[src/rtl/reg_sequencer.sv]
// Instruction sequencer: expands one command word into single-cycle register/ALU strobes
// and returns the resulting register value on a valid/ready response channel.
module reg_sequencer #(
    parameter int DATA_W = 4
) (
    input  logic              clk,
    input  logic              rst,
    input  logic              req_valid,
    output logic              req_ready,
    input  logic [DATA_W+3:0] req_instr,
    output logic              rsp_valid,
    input  logic              rsp_ready,
    output logic [DATA_W-1:0] rsp_data,
    output logic              rsp_err,
    output logic              reg_cl,
    output logic              reg_ld,
    output logic              reg_inc,
    output logic              reg_dec,
    output logic              reg_sr,
    output logic              reg_ir,
    output logic              reg_sl,
    output logic              reg_il,
    output logic [DATA_W-1:0] reg_in,
    input  logic [DATA_W-1:0] reg_q,
    output logic [2:0]        alu_oc,
    output logic [DATA_W-1:0] alu_a,
    output logic [DATA_W-1:0] alu_b,
    input  logic [DATA_W-1:0] alu_f
);

    localparam int CNT_W = DATA_W + 1;

    typedef enum logic [1:0] {IDLE, EXEC, RESP} state_t;

    state_t            state;
    logic [CNT_W-1:0]  cnt;
    logic [DATA_W-1:0] load_q;
    logic [DATA_W-1:0] rsp_data_q;
    logic              alu_exec;
    logic              rsp_fresh;
    logic [3:0]        cmd;
    logic [DATA_W-1:0] imm;
    logic [CNT_W-1:0]  n_req;

    assign cmd = req_instr[DATA_W+3:DATA_W];
    assign imm = req_instr[DATA_W-1:0];

    function automatic logic [CNT_W-1:0] strobe_count(input logic [3:0] c,
                                                      input logic [DATA_W-1:0] i);
        logic [CNT_W-1:0] n;
        n = '0;
        case (c)
            4'd1, 4'd2: n = CNT_W'(1);
            4'd3, 4'd4: n = (i == '0) ? (CNT_W'(1) << DATA_W) : CNT_W'(i);
            4'd5, 4'd6: n = (i[DATA_W-2:0] == '0) ? (CNT_W'(1) << (DATA_W-1))
                                                  : CNT_W'(i[DATA_W-2:0]);
            default:    n = c[3] ? CNT_W'(1) : '0;
        endcase
        return n;
    endfunction

    assign n_req     = strobe_count(cmd, imm);
    assign req_ready = (state == IDLE) && !rst;
    assign alu_a     = reg_q;
    // ALU result must be loaded in the same cycle the operands are presented
    assign reg_in    = alu_exec ? alu_f : load_q;
    // First RESP cycle sees the register right after its final update
    assign rsp_data  = rsp_fresh ? reg_q : rsp_data_q;

    always_ff @(posedge clk or posedge rst) begin
        if (rst) begin
            state      <= IDLE;
            cnt        <= '0;
            reg_cl     <= 1'b0;
            reg_ld     <= 1'b0;
            reg_inc    <= 1'b0;
            reg_dec    <= 1'b0;
            reg_sr     <= 1'b0;
            reg_ir     <= 1'b0;
            reg_sl     <= 1'b0;
            reg_il     <= 1'b0;
            load_q     <= '0;
            alu_exec   <= 1'b0;
            alu_oc     <= '0;
            alu_b      <= '0;
            rsp_valid  <= 1'b0;
            rsp_err    <= 1'b0;
            rsp_fresh  <= 1'b0;
            rsp_data_q <= '0;
        end else begin
            case (state)
                IDLE: begin
                    if (req_valid) begin
                        cnt      <= n_req;
                        reg_cl   <= (cmd == 4'd1);
                        reg_ld   <= (cmd == 4'd2) || cmd[3];
                        reg_inc  <= (cmd == 4'd3);
                        reg_dec  <= (cmd == 4'd4);
                        reg_sr   <= (cmd == 4'd5);
                        reg_ir   <= (cmd == 4'd5) && imm[DATA_W-1];
                        reg_sl   <= (cmd == 4'd6);
                        reg_il   <= (cmd == 4'd6) && imm[DATA_W-1];
                        load_q   <= (cmd == 4'd2) ? imm : '0;
                        alu_exec <= cmd[3];
                        alu_oc   <= cmd[3] ? cmd[2:0] : 3'd0;
                        alu_b    <= cmd[3] ? imm : '0;
                        if (n_req == '0) begin
                            state     <= RESP;
                            rsp_valid <= 1'b1;
                            rsp_fresh <= 1'b1;
                            rsp_err   <= (cmd == 4'd7);
                        end else begin
                            state <= EXEC;
                        end
                    end
                end
                EXEC: begin
                    if (cnt == CNT_W'(1)) begin
                        state     <= RESP;
                        cnt       <= '0;
                        reg_cl    <= 1'b0;
                        reg_ld    <= 1'b0;
                        reg_inc   <= 1'b0;
                        reg_dec   <= 1'b0;
                        reg_sr    <= 1'b0;
                        reg_ir    <= 1'b0;
                        reg_sl    <= 1'b0;
                        reg_il    <= 1'b0;
                        load_q    <= '0;
                        alu_exec  <= 1'b0;
                        alu_oc    <= '0;
                        alu_b     <= '0;
                        rsp_valid <= 1'b1;
                        rsp_fresh <= 1'b1;
                        rsp_err   <= 1'b0;
                    end else begin
                        cnt <= cnt - CNT_W'(1);
                    end
                end
                RESP: begin
                    if (rsp_fresh) begin
                        rsp_data_q <= reg_q;
                        rsp_fresh  <= 1'b0;
                    end
                    if (rsp_ready) begin
                        state     <= IDLE;
                        rsp_valid <= 1'b0;
                    end
                end
                default: state <= IDLE;
            endcase
        end
    end

endmodule

[config.mk]
export PLATFORM = sky130hd
export DESIGN_NAME = reg_sequencer
export DESIGN_NICKNAME = d
export VERILOG_FILES = /design/src/rtl/reg_sequencer.sv
export SDC_FILE = /design/constraint.sdc
export NUM_CORES = 1
export LEC_CHECK = 0
export ABC_AREA = 1
export CORE_AREA = 2 2 62 64
export DETAILED_ROUTE_END_ITERATION = 16
export DIE_AREA = 0 0 64 66
export PLACE_DENSITY = 0.82
export SYNTH_ARGS = -nofsm -noshare
export SYNTH_HDL_FRONTEND = slang
export SYNTH_SLANG_ARGS = --single-unit
export TNS_END_PERCENT = 30
[constraint.sdc]
create_clock -name clk -period 3.4 [get_ports clk]
set_input_delay 0.68 -clock clk [delete_from_list [all_inputs] [get_ports clk]]
set_output_delay 0.68 -clock clk [all_outputs]
set_load 0.005 [all_outputs]
# After elaboration in Yosys (flattened, before gate mapping)
# Cells that the tools add are included.
[word_totals]
out_inout_bits = 30
reg_bits = 34
wordCells = 106
[op_classes]
n_mux = 53
n_reduce_logical = 20
n_eq_ne = 14
addsub = 1
[op_table]
columns = ["cell", "n"]
rows = [
  ["two-way mux 4 bit", 8],
  ["one-hot mux 1 bit (2 select lines)", 10],
  ["two-way mux 1 bit", 17],
  ["equality test 4 x 3 -> 1 bit (second input constant)", 4],
  ["one-hot mux 4 bit (2 select lines)", 2],
  ["two-way mux 5 bit", 3],
  ["one-hot mux 5 bit (3 select lines)", 1],
  ["one-hot mux 5 bit (2 select lines)", 1],
  ["two-way mux 3 bit", 3],
  ["equality test 4 x 2 -> 1 bit (second input constant)", 2],
  ["two-way mux 2 bit", 4],
  ["AND reduction 4 bit", 2],
  ["!= test 2 bit (second input constant)", 3],
  ["one-hot mux 1 bit (3 select lines)", 2],
  ["one-hot mux 2 bit (3 select lines)", 1],
  ["one-hot mux 3 bit (2 select lines)", 1],
  ["AND reduction 3 bit", 2],
  ["OR reduction 2 bit", 3],
  ["equality test 5 x 1 -> 1 bit (second input constant)", 1],
  ["zero test 5 bit", 1],
  ["AND reduction 5 bit", 1],
  ["subtractor 5 x 1 -> 5 bit (second input constant)", 1],
  ["equality test 4 x 1 -> 1 bit (second input constant)", 1],
  ["zero test 4 bit", 1],
  ["11 further kinds", 13],
]

# Logic depth before layout (Yosys ltp)
# Gate-level depths: netlist of run 1.
[depth]
word_depth = 7
ltp_mapped = 12
mapped_depth_nobuf = 12

# Worst setup path after synthesis of run 1
# Ideal clock, no wire load.
[synth_path]
kind = "input-to-reg"
from = "input req_instr[6]"
to = "register rsp_err"
n_path_buf = 0
arrival_ps = 1532
path_stages = 12
setup_slack_ps = 1748
path_cell_list = "inv_1 -> nor2_4 -> nand2_1 -> nand2_1 -> inv_1 -> nand2_1 -> o21ai_1 -> nand3_1 -> nand2_1 -> nand2_2 -> nand2_1 -> o21ai_1"
[synth_via]
elab_chain_cells = 6
[synth_rtl]
columns = ["item", "line_no", "text"]
rows = [
  ["start: declaration", "10", "input logic [DATA_W+3:0] req_instr,"],
  ["equality test 4 x 3 -> 1 bit (tied with other cells)", "52", "case (c)"],
  ["OR reduction 2 bit", "52", ""],
  ["one-hot mux 5 bit (3 select lines)", "52", ""],
  ["zero test 5 bit", "107", "if (n_req == '0) begin"],
  ["!= test 2 x 1 -> 1 bit (no source line)", "n/a", ""],
  ["AND reduction 4 bit (no source line)", "n/a", ""],
  ["end signal: assignment", "111", "rsp_err <= (cmd == 4'd7);"],
  ["end: declaration", "14", "output logic rsp_err,"],
]
# Parallel ways exist; a longest one is shown, timed or not. The select of a mux whose other input is x is not followed.
# A chain may end at the register's enable or synchronous reset.

# Worst setup path after layout of run 1
[layout_path]
from = "input reg_q[2]"
to = "output rsp_data[2]"
[layout_via]
elab_chain_cells = 1
[layout_rtl]
columns = ["item", "line_no", "text"]
rows = [
  ["start: declaration", "24", "input logic [DATA_W-1:0] reg_q,"],
  ["two-way mux 4 bit", "n/a", ""],
  ["end: declaration", "13", "output logic [DATA_W-1:0] rsp_data,"],
]
# Every way passes these cells.

==> flow_summary.json, run 1 <==
{
  "max_slew_margin_pct": 65.3,
  "ant_nets": 0,
  "hold_path.class": "reg -> reg",
  "clk_latency_ns": 0.35,
  "yosysUniqueCellTypes": 25,
  "cts_tree": "built",
  "outcome": "finished, final reports clean",
  "syn_avg_cell_area_um2": 7.78,
  "layout.nets": 296,
  "dr.pass1.iters": 4,
  "tns_ns": 0,
  "cts_sinks": 34,
  "area_growth_pct": 35.3,
  "fin_crit_ns": 2.53,
  "powerDensity_nw_per_um2": 778,
  "grt_pass1_vias": 1414,
  "nFillCells": 286,
  "htree_num_levels": 2,
  "place_congestion": 0.812,
  "yosys.area.top_type": "dfrtp_1",
  "crit_required_ns": 2.72,
  "clock_path_buffers": 2,
  "crit_slowest_cell": "clkdlybuf4s50_1",
  "skew_ns": 0.0142,
  "setup_viol": 0,
  "antenna_found_initial": 0,
  "synth-seq-cells": 34,
  "netlist_instances": 224,
  "fin_util_pct": 66.4,
  "numPortBuffers": 49,
  "final_layout_size_suffix_gt1_share_pct": 6.91,
  "endpoint_kind": "output pin",
  "cp_common_cell": "clkdlybuf4s50_1",
  "path_class": "in -> out",
  "rows": 22,
  "die_h_um": 66,
  "core_area_um2": 3550,
  "cts_root_buffer": "clkbuf_4",
  "clk_pin_slew_worst_paths_ns": 0.09,
  "finalCritPeriodShare_pct": 74.5,
  "tightest_slew_ns": 0.518,
  "synth_fp_nets": 246,
  "cap_viol_max_count": 0,
  "dieArea_um2": 4220,
  "grt_usage_pct": 19.6,
  "grt_pass1_wl_mm": 6.27,
  "cp_max_fo": 2,
  "fp.dieW_um": 64,
  "drc": 0,
  "rsz0062_at_grt": "false",
  "routed_via_density": 4.84,
  "grt_max_degree": 35,
  "synth_top_area_share_pct": 48.8,
  "overflow": 0,
  "vdd_drop_max_mv": 0.381,
  "yosysWarnings": 0,
  "critPathMaxStageDelay_ns": 0.54,
  "leakagePower_nw": 1.13,
  "yosysSeqAreaShare_pct": 48.8,
  "hpwl_mm": 2.69,
  "stdcell_area_um2": 2360,
  "cts_resized": 0,
  "drt_iter0_markers": 72,
  "dr_total_vias": 1562,
  "syn-cell-area_um2": 1740,
  "post-cts-setup-buffers": 0,
  "wl_mm": 3.73,
  "placed_area_um2": 2250,
  "synth_area_leaders": "dfrtp_1, nand2_1, inv_1, o21ai_0, nand3_1",
  "path_cells": "clkdlybuf4s50_1 -> nand2_1 -> o21ai_0 -> clkdlybuf4s50_1",
  "antenna_cells": 0,
  "initial_core_util_pct": 49.1,
  "num_io_pins": 50,
  "critPathLaunchType": "primary input",
  "fmax_mhz": 395,
  "cts_hold_buf": 0,
  "cp.arrival_ns": 1.85,
  "finalMaxSlewViolations": 0,
  "hold_viol_final": 0,
  "numCtsBuffers": 5,
  "drt-wirelength-per-cell_um": 11.6
}
[worst paths after layout]
path | slack [ns] | cells past startpoint | startpoint | endpoint
max in group asynchronous | 2.36 | 3 | rst | rsp_fresh
setup / recovery | 0.87 | 4 | reg_q[2] | rsp_data[2]
setup reg to reg | 1.63 | 7 | state[0] | cnt[2]
min in group asynchronous | 0.74 | 3 | rst | load_q[3]
hold / removal | 0.49 | 2 | rsp_valid | rsp_valid
hold reg to reg | 0.49 | 2 | rsp_valid | rsp_valid
[placed cells by master, fill, tap and decap left out, types with 4 or more instances in the layout]
master           netlist  final
o21ai_1                8      8
o21ai_0               22     22
nand3_1               13     13
o22ai_1                5      5
a21oi_1                4      4
nand2_1               63     63
clkdlybuf4s50_1        0     49
nor2_1                15     15
inv_1                 35     35
dfrtp_1               34     34
clkbuf_4               0      5
[cell usage after synthesis, drive strengths merged]
cell / instances
a21oi: 5
a22oi: 2
a31o: 1
buf: 5
clkbuf: 2
dfrtp: 34
ha: 2
inv: 38
nand2: 66
nand3: 13
nor2: 17
nor3: 1
o211ai: 1
o21ai: 30
o22ai: 5
xor2: 2
[kinds of logic (layout without fill, tap and decap cells)]
kind of cell               Yosys count  in the layout  synth area share, %
DFF                                 34             34                 48.8
AOI/OAI and AO/OA                   44             44                 14.3
adders and majority gates            2              2                 1.44
and+or+nand+nor                     97             97                 23.2
buffers and inverters               45             96                 11.3
xor gates and xnor gates             2              2                 1.01
[sequential cells by signal (all words and copies together), names as in the netlist]
name	cells
reg_ir	1
alu_b	4
state	2
cnt	5
rsp_fresh	1
reg_sl	1
reg_il	1
reg_sr	1
reg_ld	1
alu_exec	1
reg_cl	1
reg_dec	1
rsp_data_q	4
load_q	4
alu_oc	3
reg_inc	1
rsp_err	1
rsp_valid	1
[worst max-delay path, delay by kind of cell]
family	cells	cell delay, ns
AO/OA/AOI/OAI	1	0.10
buffers and inverters	2	1.01
AND/OR/NAND/NOR	1	0.05
[metrics by stage]
step           setup WS [ns]  total power, mW  instances  hold WS, ns
6_report               0.868             1.83        323        0.490
3_5_place_dp           0.869             1.47        315        0.462
2_1_floorplan           1.75             1.13        224        0.464
4_1_cts                0.867             1.85        323        0.491
3_3_place_gp           0.887             1.45        315        0.459
5_1_grt                0.784             2.00        323        0.508
[final cells by class]
type | count | area (µm²) | share of cell area [%]
clock buffer | 5 | 37.5 | 1.59
sequential | 34 | 851 | 36.1
inverter | 38 | 148 | 6.26
timing repair buffer | 50 | 498 | 21.1
tap | 48 | 60.1 | 2.55
multi-input combinational | 145 | 696 | 29.5
clock inverter | 3 | 68.8 | 2.92
[per-layer routing]
metal,GRT usage (%),part of all wire (%),routed length [µm],up-vias
li1,-,-,-,804
met1,25.1,47,1750,696
met2,31.6,46,1720,54
met3,4.94,5.2,193,8
met4,7.88,2.0,74,0
met5,0,0,0,-
[power breakdown]
group | total (mW) | internal (mW) | switching (mW) | leakage (nW)
Sequential | 0.639 | 0.547 | 0.0925 | 0.447
Clock | 0.373 | 0.230 | 0.142 | 0.0554
Combinational | 0.822 | 0.390 | 0.432 | 0.626
Total | 1.83 | 1.17 | 0.667 | 1.13
Note: power is estimated with default switching activity, not from simulation.
==> run 2, diff against run 1 <==
Settings changed: CORE_AREA 2 2 62 64 to 2 2 64 66, DIE_AREA 0 0 64 66 to 0 0 66 68, PLACE_DENSITY 0.82 to 0.78.
Clock period 3.4 ns to 2.6 ns, I/O delays scaled along.
==> flow_summary.json, run 2 (synthesized netlist as in run 1, its figures left out) <==
{
  "critPathMaxStageDelay_ns": 0.54,
  "overflow": 0,
  "numPortBuffers": 49,
  "clk_pin_slew_worst_paths_ns": 0.07,
  "finalCritPeriodShare_pct": 85.3,
  "hp-start": "reg_cl",
  "post-cts-setup-buffers": 0,
  "rsz0062_at_grt": "false",
  "cts_root_buffer": "clkbuf_8",
  "critPathLaunchType": "primary input",
  "dr.pass1.iters": 5,
  "cts_sinks": 34,
  "hpwl_mm": 2.91,
  "seqCellArea_um2": 851,
  "ant_nets": 0,
  "rr_startpoint": "state[0]",
  "path_class": "in -> out",
  "cts_resized": 0,
  "area_growth_pct": 35.2,
  "whs_ns": 0.491,
  "clock_path_buffers": 2,
  "nFillCells": 348,
  "core_area_um2": 3860,
  "antenna_found_initial": 0,
  "cap_viol_max_count": 0,
  "htree_num_levels": 2,
  "drc": 0,
  "crit_required_ns": 2.08,
  "num_io_pins": 50,
  "dp_cells": 318,
  "tightest_slew_ns": 0.477,
  "place_congestion": 0.828,
  "hold_path.class": "reg -> reg",
  "vdd_drop_max_mv": 0.475,
  "die_h_um": 68,
  "drt-wirelength-per-cell_um": 11.7,
  "cts_tree": "built",
  "final_layout_size_suffix_gt1_share_pct": 7.25,
  "preCtsSetupSlack_ns": 0.376,
  "fin_cells": 326,
  "finalMaxSlewViolations": 0,
  "routed_via_density": 4.85,
  "drt_iter0_markers": 96,
  "grt_usage_pct": 19.1,
  "clk_latency_ns": 0.29,
  "fp.dieW_um": 66,
  "largest_register": "cnt",
  "layout_common_cells": "nand2_1, clkdlybuf4s50_1, inv_1",
  "fin_crit_ns": 2.22,
  "crit_slowest_cell": "clkdlybuf4s50_1",
  "cts_hold_buf": 0,
  "numCtsBuffers": 5,
  "endpoint_kind": "output pin",
  "fmax_mhz": 451,
  "layout_commonest_cell": "nand2_1",
  "setup_viol": 0,
  "largest_reg_flops": 5,
  "fin_ws_ns": 0.382,
  "grt_max_degree": 19,
  "max_slew_margin_pct": 68.1,
  "tns_ns": 0,
  "cp.arrival_ns": 1.70,
  "path_cells": "clkdlybuf4s50_1 -> nand2_1 -> o21ai_0 -> clkdlybuf4s50_1",
  "dr_total_vias": 1581,
  "stdcell_area_um2": 2360,
  "leakagePower_nw": 1.12,
  "multi_input_area_um2": 696,
  "placed_area_um2": 2260,
  "grt_pass1_vias": 1407,
  "wl_mm": 3.82,
  "outcome": "finished, final reports clean",
  "antenna_cells": 0,
  "dieArea_um2": 4490,
  "layout.nets": 297,
  "startpoint": "reg_q[0]",
  "cp_max_fo": 2,
  "grt_pass1_wl_mm": 6.40,
  "powerDensity_nw_per_um2": 990,
  "hold_viol_final": 0,
  "initial_core_util_pct": 45.2,
  "cp_common_cell": "clkdlybuf4s50_1",
  "skew_ns": 0.00581,
  "rows": 23
}
-- run 2: cell count changes in the layout (fill, tap and decap cells not counted) --
cell        change
buf_4           +1
clkinv_4        -1
clkinvlp_4      +1
clkbuf_4        -5
clkbuf_8        +6
clkinv_2        +1
bufinv_16       -2
-- run 2: report_power, final --
group | internal (mW) | switching (mW)
Combinational | 0.511 | 0.571
Clock | 0.213 | 0.193
Sequential | 0.717 | 0.130
-- run 2: final cells by class --
class,count,share of cell area [%]
Multi-Input combinational cell,145,29.5
Clock buffer,6,3.50
Inverter,38,6.26
Sequential cell,34,36.1
Tap cell,50,2.65
Timing Repair Buffer,51,21.4
Clock inverter,2,0.531
-- run 2: worst max-delay path: cells and delay by family --
| kind | cells | cell delay [ns] |
|---|---|---|
| AND/OR/NAND/NOR | 1 | 0.05 |
| AO/OA/AOI/OAI | 1 | 0.11 |
| buffers and inverters | 2 | 1.02 |
-- run 2: layer usage --
| layer | wire length [µm] | up-vias | part of all wire (%) | global-route usage, % |
|---|---|---|---|---|
| met1 | 1770 | 717 | 46 | 25.5 |
| met2 | 1780 | 49 | 47 | 31.1 |
| li1 | - | 807 | - | - |
| met3 | 234 | 8 | 6.1 | 5.26 |
| met5 | 0 | - | 0 | 0 |
| met4 | 32 | 0 | 0.84 | 4.59 |
-- run 2: path summary, 6_finish.rpt --
| path | end | slack [ns] | depth (start not counted) |
|---|---|---|---|
| max | rsp_data[0] | 0.38 | 4 |
| min | reg_cl | 0.49 | 2 |
| max reg2reg | cnt[2] | 0.79 | 7 |
| min reg2reg | reg_cl | 0.49 | 2 |
| max in group asynchronous | reg_dec | 1.80 | 3 |
| min in group asynchronous | load_q[2] | 0.59 | 3 |
-- run 2: metrics by stage --
| step | util (%) | power (mW) |
|---|---|---|
| after detailed placement | 58.7 | 1.94 |
| after floorplan | - | 1.48 |
| after global placement | 58.7 | 1.92 |
| after global routing | 61.1 | 2.55 |
| final | 61.1 | 2.33 |
| after CTS | 61.1 | 2.35 |
==> run 3, diff against run 2 <==
Settings changed: HOLD_SLACK_MARGIN from default to 0.1.
==> results of run 3 <==
No change in the layout: final DEF, timing and power equal those of run 2.
